$ cat src/rtl/mc_sequencer_pkg.sv
// Shared phase encodings and helpers for the multi-cycle instruction sequencer.
package mc_sequencer_pkg;

    localparam logic [2:0] ST_IF  = 3'd0;
    localparam logic [2:0] ST_ID  = 3'd1;
    localparam logic [2:0] ST_EX  = 3'd2;
    localparam logic [2:0] ST_MEM = 3'd3;
    localparam logic [2:0] ST_WB  = 3'd4;

    typedef struct packed {
        logic is_mem;
        logic is_wb;
    } inst_flags_t;

    // Zero latency still costs one EX cycle; anything longer is capped.
    function automatic logic [3:0] eff_lat(input logic [3:0] lat, input logic [3:0] max_lat);
        if (lat == 4'd0) begin
            return 4'd1;
        end
        if (lat > max_lat) begin
            return max_lat;
        end
        return lat;
    endfunction

endpackage

$ cat src/rtl/mc_sequencer_perf_cnt.sv
// Free-running cycle counter and retired-instruction counter.
module mc_perf_cnt #(
    parameter int CNT_W = 32
) (
    input  logic             clk,
    input  logic             resetn,
    input  logic             commit,
    output logic [CNT_W-1:0] cycle_cnt,
    output logic [CNT_W-1:0] instret_cnt
);

    logic [CNT_W-1:0] cycle_cnt_q, cycle_cnt_d;
    logic [CNT_W-1:0] instret_cnt_q, instret_cnt_d;

    always_comb begin
        cycle_cnt_d   = cycle_cnt_q + 1'b1;
        instret_cnt_d = instret_cnt_q;
        if (commit) begin
            instret_cnt_d = instret_cnt_q + 1'b1;
        end
    end

    always_ff @(posedge clk or negedge resetn) begin
        if (!resetn) begin
            cycle_cnt_q   <= '0;
            instret_cnt_q <= '0;
        end else begin
            cycle_cnt_q   <= cycle_cnt_d;
            instret_cnt_q <= instret_cnt_d;
        end
    end

    assign cycle_cnt   = cycle_cnt_q;
    assign instret_cnt = instret_cnt_q;

endmodule

$ cat src/rtl/mc_sequencer.sv
// Five-phase IF/ID/EX/MEM/WB instruction sequencer with variable EX latency.
module mc_sequencer
    import mc_sequencer_pkg::*;
#(
    parameter int EX_MAX_LAT = 4,
    parameter int CNT_W      = 32
) (
    input  logic             clk,
    input  logic             resetn,
    input  logic             hold,
    input  logic             inst_ok,
    input  logic [3:0]       id_ex_lat,
    input  logic             id_is_mem,
    input  logic             id_is_wb,
    input  logic             data_ok,
    output logic             if_req,
    output logic             data_req,
    output logic [2:0]       state,
    output logic             ex_last,
    output logic             commit,
    output logic [CNT_W-1:0] cycle_cnt,
    output logic [CNT_W-1:0] instret_cnt
);

    localparam logic [3:0] MAX_LAT = 4'(EX_MAX_LAT);

    logic [2:0]  state_q, state_d;
    logic [3:0]  cnt_q, cnt_d;
    logic [3:0]  lat_q, lat_d;
    inst_flags_t flags_q, flags_d;
    logic [3:0]  ex_cur;

    // A zero counter in EX marks the entry cycle, where lat_q is loaded.
    assign ex_cur = (cnt_q == 4'd0) ? lat_q : cnt_q;

    always_comb begin
        state_d = state_q;
        cnt_d   = cnt_q;
        lat_d   = lat_q;
        flags_d = flags_q;
        if (state_q > ST_WB) begin
            state_d = ST_IF;
        end else if (!hold) begin
            case (state_q)
                ST_IF: begin
                    if (inst_ok) begin
                        state_d = ST_ID;
                    end
                end
                ST_ID: begin
                    lat_d   = eff_lat(id_ex_lat, MAX_LAT);
                    flags_d = '{is_mem: id_is_mem, is_wb: id_is_wb};
                    cnt_d   = 4'd0;
                    state_d = ST_EX;
                end
                ST_EX: begin
                    cnt_d = ex_cur - 4'd1;
                    if (ex_cur == 4'd1) begin
                        if (flags_q.is_mem) begin
                            state_d = ST_MEM;
                        end else if (flags_q.is_wb) begin
                            state_d = ST_WB;
                        end else begin
                            state_d = ST_IF;
                        end
                    end
                end
                ST_MEM: begin
                    if (data_ok) begin
                        state_d = flags_q.is_wb ? ST_WB : ST_IF;
                    end
                end
                default: begin
                    state_d = ST_IF;
                end
            endcase
        end
    end

    always_ff @(posedge clk or negedge resetn) begin
        if (!resetn) begin
            state_q <= ST_IF;
            cnt_q   <= '0;
            lat_q   <= '0;
            flags_q <= '0;
        end else begin
            state_q <= state_d;
            cnt_q   <= cnt_d;
            lat_q   <= lat_d;
            flags_q <= flags_d;
        end
    end

    assign state    = state_q;
    assign if_req   = !hold && (state_q == ST_IF);
    assign data_req = !hold && (state_q == ST_MEM);
    assign ex_last  = !hold && (state_q == ST_EX) && (ex_cur == 4'd1);
    assign commit   = !hold && ((state_q == ST_WB)
                              || (ex_last && !flags_q.is_mem && !flags_q.is_wb)
                              || ((state_q == ST_MEM) && data_ok && !flags_q.is_wb));

    mc_perf_cnt #(
        .CNT_W(CNT_W)
    ) u_perf_cnt (
        .clk         (clk),
        .resetn      (resetn),
        .commit      (commit),
        .cycle_cnt   (cycle_cnt),
        .instret_cnt (instret_cnt)
    );

endmodule
$ cat config.mk
export PLATFORM = sky130hd
export DESIGN_NAME = mc_sequencer
export DESIGN_NICKNAME = d
export VERILOG_FILES = /design/src/rtl/mc_sequencer_pkg.sv /design/src/rtl/mc_sequencer_perf_cnt.sv /design/src/rtl/mc_sequencer.sv
export SDC_FILE = /design/constraint.sdc
export NUM_CORES = 1
export LEC_CHECK = 0
export BUFFER_PORTS_ARGS = -buffer_cell sky130_fd_sc_hd__buf_2
export CORE_AREA = 5 5 106 78
export CTS_BUF_LIST = sky130_fd_sc_hd__clkbuf_8
export DETAILED_ROUTE_END_ITERATION = 16
export DIE_AREA = 0 0 111 83
export GPL_ROUTABILITY_DRIVEN = 0
export PLACE_DENSITY_LB_ADDON = 0.15
export SYNTH_ARGS = -nofsm -noshare
export SYNTH_HDL_FRONTEND = slang
export SYNTH_SLANG_ARGS = --single-unit
$ cat constraint.sdc
create_clock -name clk -period 2.4 [get_ports clk]
set_input_delay 0.36 -clock clk [delete_from_list [all_inputs] [get_ports clk]]
set_output_delay 0.36 -clock clk [all_outputs]
set_load 0.005 [all_outputs]
==> results.toml, run 1 <==
[outcome]
outcome = "complete, but fails checks"
violations = "negative setup slack"

[routing]
drt.antenna.violating_nets = 0
avgViaCountPerCell = 5.25
drt-initial-drc-count = 116
route.detailed.wl_per_inst_um = 15.2
drc_violations = 0
drt_first_pass_iters = 4
finalWirelength_mm = 8.27
dr_total_vias = 2863

[floorplanning]
area_of_the_die_mm2 = 0.00921
io-pin-count = 82
floorplan.core_area_mm2 = 0.00712
std_cell_rows = 26
initial_utilization_pct = 51.4
die-height_um = 83
fp.dieW_um = 111

[clocking]
clk_transition_reported_paths_ps = 80
cts_made_buffers = 9
cts_tree = "yes"
clk_root_buffer_cell = "clkbuf_8"
clock_insertion_delay_worst_skew_ps = 350
htreeDepth = 3
cts.sink_count = 77
cts_buffer_depth = 2

[min_path]
worstHoldEndpoint = "flags_q[0]$_DFFE_PN0P_"
hold_path_startpoint = "id_is_wb"
worstHoldPathCells = 3
hold_path.class = "in2reg"

[critical_path]
crit_reg_reg_startpoint = "cnt_q[3]$_DFFE_PN0P_"
category_of_the_most_critical_setup_path = "reg2out"
r2r_end = "u_perf_cnt.instret_cnt[1]$_DFFE_PN0P_"
reg2reg_depth = 11
arrival_ps = 2040
cp_max_fo = 4
worst-endpoint-required_ps = 2040
rrSetupSlack_ps = 160
endpoint_kind = "primary output"
start_kind = "register"

[synth]
synth_area_mm2 = 0.00366
postSynthCellCount = 339
async_reset_ff_share_pct = 100
synth_area_leaders = "dfrtp_1, xnor2_1, xor2_1"
synthesis.nets = 354
netlist_top_cells_count = "dfrtp_1, xnor2_1, nand2_1, xor2_1"
post-synth-top-area-cell = "dfrtp_1"
synthFlopType = "dfrtp_1"
synth-seq-area-share_pct = 52.7
yosys.cell_count.top_type = "dfrtp_1"
netlist-cell-type-count = 42
synthesized_flop_and_latch_total = 77
edff_count_synth = 0
area_share_of_the_largest_cell_type_after_synthesis_pct = 52.7
syn-mean-instance-area_um2 = 10.8
warning_count_from_the_yosys_run = 0

[global_route]
globalRouteTotalUtil_pct = 18.9
grt.met2_usage_pct = 26.9
via_count_of_the_first_global_routing_pass = 2855
first_pass_grt_wire_length_mm = 14.4
globalRouteMet3Util_pct = 6.10
grt-ovfl-total = 0
grt_start_max_net_pins = 42
grt_antenna_before_repair = 0
top_usage_layer = "met1"
gr-usage-met1_pct = 27.7

[sta]
timing.clock.skew_ps = 13.1
layout_min_cycle_time_ps = 2400
setup_ws_ps = -0.695
final_hold_violating_endpoints = 0
fmax_mhz = 417
fin_crit_sh_pct = 100
setup_repair_after_global_routing_missed_its_margin = "true"
worst_hold_slack_ps = 205
tightestPinTransition_ps = 465
timing.max_slew.rel_slack_pct = 68.6
setup-violations-final = 1
report.final.slew_viol_count = 0

[place]
placement.io_buffers = 81
place_inst = 523
dpl.hpwl_mm = 5.95

[final_layout]
finish.utilization_pct = 64.7
area.sequential_mm2 = 0.00193
ratio_of_cells_with_drive_above_1_in_the_final_layout_pct = 31.1
diodes = 0
area_used_by_multi_input_combinational_logic_mm2 = 0.00174
area_delta_synth_final_pct = 26.0
finish.cell_count_without_fillers = 545
layout.nets = 457
layout.filler_cells = 585

[power_and_ir_drop]
power_leakage_nw = 2.37
worst_ir_drop_vdd_mv = 0.591
totalPowerFinal_mw = 3.60
cellPowerDensity_mw_per_mm2 = 780

[flow_run]
cap_viol_max_count = 0
sequential cells by signal (all words and copies together) (netlist names):
register,cells
u_perf_cnt.cycle_cnt,32
u_perf_cnt.instret_cnt,32
cnt_q,4
lat_q,4
state,3
flags_q,2
worst max path at each step:
| stage | slack [ps] | start | endpoint | cells past startpoint |
|---|---|---|---|---|
| after floorplan | 390 | cnt_q[2]$_DFFE_PN0P_ | state[0]$_DFFE_PN0P_ | 8 |
| after detailed placement | 130 | cnt_q[2]$_DFFE_PN0P_ | state[0]$_DFFE_PN0P_ | 10 |
| after global placement | 250 | cnt_q[2]$_DFFE_PN0P_ | commit | 10 |
| final | -0.7 | cnt_q[3]$_DFFE_PN0P_ | commit | 10 |
| after global routing | -100 | cnt_q[3]$_DFFE_PN0P_ | commit | 10 |
| after CTS | -80 | cnt_q[3]$_DFFE_PN0P_ | commit | 10 |
layer usage:
metal  part of all wire (%)  wire (um)
met1                     50       4150
met2                     44       3620
met3                    5.0        412
met4                    1.1         89
met5                      0          0
kinds of logic after synthesis:
kind of cell             Yosys count  share of synthesized area (%)
buffers and inverters             17                           2.09
XOR/XNOR                          62                           14.8
adder cells (fa/ha/maj)            4                           1.37
AND/OR/NAND/NOR                  156                           24.8
AO/OA/AOI/OAI                     21                           3.66
multiplexers                       2                          0.581
flip-flops                        77                           52.7
where the power goes:
part / switching (mW) / total (mW) / internal, mW
logic: 0.555 / 1.06 / 0.504
registers: 0.144 / 1.56 / 1.41
clock network: 0.495 / 0.979 / 0.484
total: 1.19 / 3.60 / 2.40
metrics by stage:
| stage | setup TNS, ps | setup WS (ps) | area, um2 |
|---|---|---|---|
| CTS | -77.0 | -77.0 | 4510 |
| global placement | 0 | 253 | 4270 |
| finish | -0.695 | -0.695 | 4610 |
| detailed placement | 0 | 127 | 4270 |
| floorplan | 0 | 393 | 3660 |
| global route | -136 | -96.3 | 4610 |
critical path: stages, from the launching register on:
cell and delay (ps):
dfrtp_1 440, nor2_4 200, a31oi_4 130, inv_2 90, ha_4 140, nand2b_4 60
nor4_4 150, buf_4 170, o2bb2ai_2 90, buf_4 130, buf_6 90
cell type report:
| cell class | count | area share [%] |
|---|---|---|
| flip-flops and latches | 77 | 41.9 |
| multi-input cells | 245 | 37.8 |
| repair buffers | 100 | 12.7 |
| well taps | 98 | 2.66 |
| clock buffers | 9 | 2.69 |
| inverters | 9 | 0.733 |
| clock inverters | 7 | 1.63 |
layout by cell type, fill, tap and decap left out, types with 3 or more instances in the layout:
master	n
and3_1	12
and2_1	5
nand4b_1	3
xor2_1	27
xnor2_1	35
nor4b_2	6
nand2_1	33
buf_4	17
nor3b_1	4
ha_1	3
inv_1	9
nand3_1	25
nand4_1	13
nor2_1	24
dfrtp_1	75
and4_1	5
clkbuf_8	9
nor3_1	8
o21ai_0	8
buf_2	79
repair_timing:
item	4_1_cts	5_1_grt
hold buffers	1	0
endpoints found under the setup margin	2	8
hold endpoints to repair	36	0
setup buffers	3	2
gates resized for setup	2	15
(Power assumes the default switching activity.)
==> run 2: changes to the inputs <==
Clock period 2.4 ns to 2.55 ns, I/O delays scaled along.
==> run 2 against run 1 <==
The run now ends clean. Core utilization shrank 1.6 points. Cell count shrank 1.7%. Worst setup slack better by 140 ps. Sequential power fell by 5%. Flip-flop and latch count unchanged. Non-clock buffer count down 9. Clock skew down 6.7 ps. Die area did not move. Via count decreased by 1.3%. Total power decreased by 10%. Critical path depth down 2. Hold slack worse by 39 ps.
==> results.toml, run 2 (same netlist as run 1, synthesis figures left out) <==
[outcome]
outcome = "completed"

[sta]
setup_repair_after_global_routing_missed_its_margin = "false"
fmax_mhz = 415
setup_ws_ps = 138
timing.clock.skew_ps = 6.38
setup-violations-final = 0
layout_min_cycle_time_ps = 2410
worst_hold_slack_ps = 166
timing.max_slew.rel_slack_pct = 36.8
tightestPinTransition_ps = 949
fin_crit_sh_pct = 94.6
report.final.slew_viol_count = 0
final_hold_violating_endpoints = 0

[critical_path]
r2r_end = "u_perf_cnt.instret_cnt[30]$_DFFE_PN0P_"
cp_slowest_cell = "dfrtp_2"
arrival_ps = 2030
rrSetupSlack_ps = 140
category_of_the_most_critical_setup_path = "reg2out"
critical_path_cell_count = 8
reg2reg_depth = 11
worst-endpoint-required_ps = 2170
cp_max_fo = 5
critPathTopFamily = "simple AND/OR/NAND/NOR gates"
start_kind = "register"
cp_num_buf_inv = 2
series_of_cell_instances_along_the_critical_path = "nor2_4, a31oi_2, inv_1, ha_1, nand2b_1, nor4_4, and2_1, buf_2"
critical-path-max-stage-delay_ps = 450
endpoint_kind = "primary output"
crit_reg_reg_startpoint = "cnt_q[3]$_DFFE_PN0P_"

[clocking]
clk_root_buffer_cell = "clkbuf_8"
clock_insertion_delay_worst_skew_ps = 350
cts_hold_buffers = 0
clk_transition_reported_paths_ps = 80
cts_tree = "yes"
cts_made_buffers = 9
htreeDepth = 3
cts_buffer_depth = 2
cts.sink_count = 77

[global_route]
grt-ovfl-total = 0
grt_antenna_before_repair = 0
grt_start_max_net_pins = 78
via_count_of_the_first_global_routing_pass = 2765
globalRouteTotalUtil_pct = 17.9
first_pass_grt_wire_length_mm = 13.6

[routing]
route.detailed.wl_per_inst_um = 14.8
drt_first_pass_iters = 4
drt-initial-drc-count = 104
dr_total_vias = 2825
avgViaCountPerCell = 5.27
drt.antenna.violating_nets = 0
finalWirelength_mm = 7.92
drc_violations = 0

[final_layout]
finish.cell_count_without_fillers = 536
ratio_of_cells_with_drive_above_1_in_the_final_layout_pct = 29.2
most-common-layout-cells = "buf_2, dfrtp_1, xnor2_1, nand2_1, xor2_1"
layout.filler_cells = 595
layout.nets = 448
diodes = 0
area_delta_synth_final_pct = 22.8
finish.utilization_pct = 63.1
most_common_cell_after_layout_fill_and_taps_aside = "buf_2"

[flow_run]
cap_viol_max_count = 0

[floorplanning]
std_cell_rows = 26
fp.dieW_um = 111
initial_utilization_pct = 51.4
area_of_the_die_mm2 = 0.00921
floorplan.core_area_mm2 = 0.00712
io-pin-count = 82
die-height_um = 83

[power_and_ir_drop]
cellPowerDensity_mw_per_mm2 = 721
worst_ir_drop_vdd_mv = 0.507
power_leakage_nw = 2.33
totalPowerFinal_mw = 3.24

[place]
place_inst = 518
placement.io_buffers = 81
dp_worst_setup_slack_ps = 180
dpl.hpwl_mm = 5.68

[min_path]
hold_path.class = "in2async"
run 2: worst max-delay path by stage:
stage | end | slack, ps | startpoint
after floorplan | state[0]$_DFFE_PN0P_ | 540 | cnt_q[2]$_DFFE_PN0P_
after global placement | u_perf_cnt.instret_cnt[13]$_DFFE_PN0P_ | 340 | cnt_q[2]$_DFFE_PN0P_
after detailed placement | u_perf_cnt.instret_cnt[19]$_DFFE_PN0P_ | 180 | cnt_q[3]$_DFFE_PN0P_
after CTS | ex_last | -4 | cnt_q[3]$_DFFE_PN0P_
after global routing | u_perf_cnt.instret_cnt[26]$_DFFE_PN0P_ | 4 | cnt_q[3]$_DFFE_PN0P_
final | ex_last | 140 | cnt_q[3]$_DFFE_PN0P_
run 2: stage by stage:
step	setup TNS (ps)	instance area, um2
floorplan	0	3660
global placement	0	4210
detailed placement	0	4210
CTS	-4.05	4480
global route	0	4490
finish	0	4490
run 2: final cells by class:
cell class                 instances  area (um2)  area share (%)
sequential                        77        1930            42.9
multi-input combinational        245        1720            38.2
timing repair buffer              91         483            10.7
clock buffer                      10         138            3.06
tap                               98         123            2.73
clock inverter                     6        68.8            1.53
inverter                           9        33.8           0.752
run 2: report_power, final:
part           switching (mW)  internal, mW  leakage, nW
combinational           0.457         0.353         1.20
clock                   0.464         0.485        0.103
sequential              0.147          1.33         1.04
run 2: per-layer routing:
| metal | GRT usage, % | vias up | wire (um) |
|---|---|---|---|
| met5 | 0 | - | 0 |
| met4 | 6.94 | 0 | 112 |
| met3 | 5.23 | 13 | 437 |
| met2 | 25.8 | 79 | 3390 |
| met1 | 25.5 | 1359 | 3980 |
| li1 | - | 1374 | - |
run 2: what timing repair did:
action | 4_1_cts | 5_1_grt
pin swaps | 2 | 1
endpoints found under the setup margin | 1 | 18
resized for setup | 9 | 3
setup buffers | 2 | 0
==> run 3: changes to the inputs <==
Settings changed: BUFFER_PORTS_ARGS -buffer_cell sky130_fd_sc_hd__buf_2 to -buffer_cell sky130_fd_sc_hd__buf_4.
==> run 3 against run 2 <==
The flow now finishes with violations (negative setup slack). Maximum frequency is 5.4% lower. Global-route usage is 0.71 points higher. Worst setup slack worse by 140 ps. Clock power is 4.6% higher. Die area stayed put. Flip-flop and latch count stayed put. Critical path type unchanged.
==> results.toml, run 3 (same netlist as run 1, synthesis figures left out) <==
[floorplanning]
fp.dieW_um = 111
area_of_the_die_mm2 = 0.00921
std_cell_rows = 26
io-pin-count = 82
initial_utilization_pct = 51.4
floorplan.core_area_mm2 = 0.00712
die-height_um = 83

[critical_path]
critPathTopFamily = "simple AND/OR/NAND/NOR gates"
rrSetupSlack_ps = 200
critical-path-max-stage-delay_ps = 450
cp_num_buf_inv = 3
crit_reg_reg_startpoint = "cnt_q[2]$_DFFE_PN0P_"
critical_path_cell_count = 9
r2r_end = "u_perf_cnt.instret_cnt[1]$_DFFE_PN0P_"
cp_slowest_cell = "dfrtp_2"
arrival_ps = 2170
cp_max_fo = 5
worst-endpoint-required_ps = 2170
category_of_the_most_critical_setup_path = "reg2out"
series_of_cell_instances_along_the_critical_path = "nor2_4, a31oi_4, inv_2, ha_4, nand2b_4, nor4_4, o2bb2ai_1, buf_4, buf_6"
reg2reg_depth = 10
start_kind = "register"
endpoint_kind = "primary output"

[final_layout]
most-common-layout-cells = "buf_4, dfrtp_1, xnor2_1, nand2_1, xor2_1"
layout.nets = 452
diodes = 0
area_delta_synth_final_pct = 29.9
ratio_of_cells_with_drive_above_1_in_the_final_layout_pct = 29.9
most_common_cell_after_layout_fill_and_taps_aside = "buf_4"

[routing]
finalWirelength_mm = 8.26
drc_violations = 0
drt.antenna.violating_nets = 0
dr_total_vias = 2873
route.detailed.wl_per_inst_um = 15.3
drt_first_pass_iters = 4
avgViaCountPerCell = 5.33
drt-initial-drc-count = 154

[min_path]
worstHoldPathCells = 3
worstHoldEndpoint = "flags_q[1]$_DFFE_PN0P_"
hold_path_startpoint = "id_is_mem"
hold_path.class = "in2reg"

[sta]
timing.max_slew.rel_slack_pct = 44.9
fin_crit_sh_pct = 100
setup_ws_ps = -0.0535
worst_hold_slack_ps = 240
setup_repair_after_global_routing_missed_its_margin = "true"
final_hold_violating_endpoints = 0
fmax_mhz = 392
setup-violations-final = 1
timing.clock.skew_ps = 11.6
tightestPinTransition_ps = 816
report.final.slew_viol_count = 0
layout_min_cycle_time_ps = 2550

[clocking]
cts_buffer_depth = 2
cts_tree = "yes"
cts_made_buffers = 9
clock_insertion_delay_worst_skew_ps = 340
cts.sink_count = 77
clk_transition_reported_paths_ps = 80
htreeDepth = 3
clk_root_buffer_cell = "clkbuf_8"

[power_and_ir_drop]
cellPowerDensity_mw_per_mm2 = 713
worst_ir_drop_vdd_mv = 0.661
power_leakage_nw = 2.35
totalPowerFinal_mw = 3.39

[global_route]
via_count_of_the_first_global_routing_pass = 2838
grt_start_max_net_pins = 42
globalRouteTotalUtil_pct = 18.6
grt_antenna_before_repair = 0
grt-ovfl-total = 0
first_pass_grt_wire_length_mm = 14.3

[outcome]
outcome = "complete, but fails checks"
violations = "negative setup slack"

[place]
placement.io_buffers = 81
dpl.hpwl_mm = 5.89

[flow_run]
cap_viol_max_count = 0
[run 3: cell types whose count changed in the layout (fill, tap and decap cells not counted), sizes merged]
cell	previous run	this run
buf	91	94
clkinvlp	1	2
clkbuf	10	9
bufinv	1	2
dlygate4sd3	0	1
inv	11	9
[run 3: layout make-up]
type	count	area, um2
fill	561	2370
clock inverter	6	88.8
sequential	77	1930
timing repair buffer	95	732
multi-input combinational	245	1720
inverter	9	33.8
clock buffer	9	124
tap	98	123
[run 3: through the flow]
stage	cells	setup TNS (ps)	cell area (um2)	util [%]	setup WS, ps
after floorplan	339	0	3660	-	543
after global placement	518	0	4420	62.0	363
after detailed placement	518	0	4420	62.0	193
after CTS	534	-14.6	4670	65.5	-14.6
after global routing	539	-90.7	4750	66.7	-90.7
final	539	-0.0535	4750	66.7	-0.0535
[run 3: worst max-delay path by stage]
stage                                    start                                endpoint  slack [ps]
after floorplan           cnt_q[2]$_DFFE_PN0P_                    state[0]$_DFFE_PN0P_         540
after global placement    cnt_q[2]$_DFFE_PN0P_                                  commit         360
after detailed placement  cnt_q[3]$_DFFE_PN0P_  u_perf_cnt.instret_cnt[24]$_DFFE_PN0P_         190
after CTS                 cnt_q[3]$_DFFE_PN0P_                                  commit         -10
after global routing      cnt_q[2]$_DFFE_PN0P_                                  commit         -90
final                     cnt_q[2]$_DFFE_PN0P_                                  commit       -0.05
[run 3: power breakdown]
group	internal [mW]	switching, mW	total [mW]
Clock	0.546	0.448	0.994
Sequential	1.33	0.168	1.50
Combinational	0.438	0.457	0.895
[run 3: repair_timing]
item,4_1_cts,5_1_grt
setup buffers,0,5
pin swaps,0,4
setup endpoints to repair,1,1
gates resized for setup,5,10
hold endpoints to repair,3,0
hold buffers,1,0
[run 3: worst register-to-register path: stages, from the launching register on]
cell,delay (ps)
dfrtp_2,450
nor2_4,190
a31oi_4,140
inv_2,100
ha_4,140
nand2b_4,60
nor4_4,350
o2bb2ai_1,150
buf_4,160
buf_4,160
mux2_2,340
[run 3: per-layer routing]
layer	global-route usage (%)	vias up	part of all wire, %
met2	26.6	91	44
met4	5.26	0	0.97
met1	27.4	1395	48
met5	0	-	0
li1	-	1379	-
met3	5.67	8	6.5
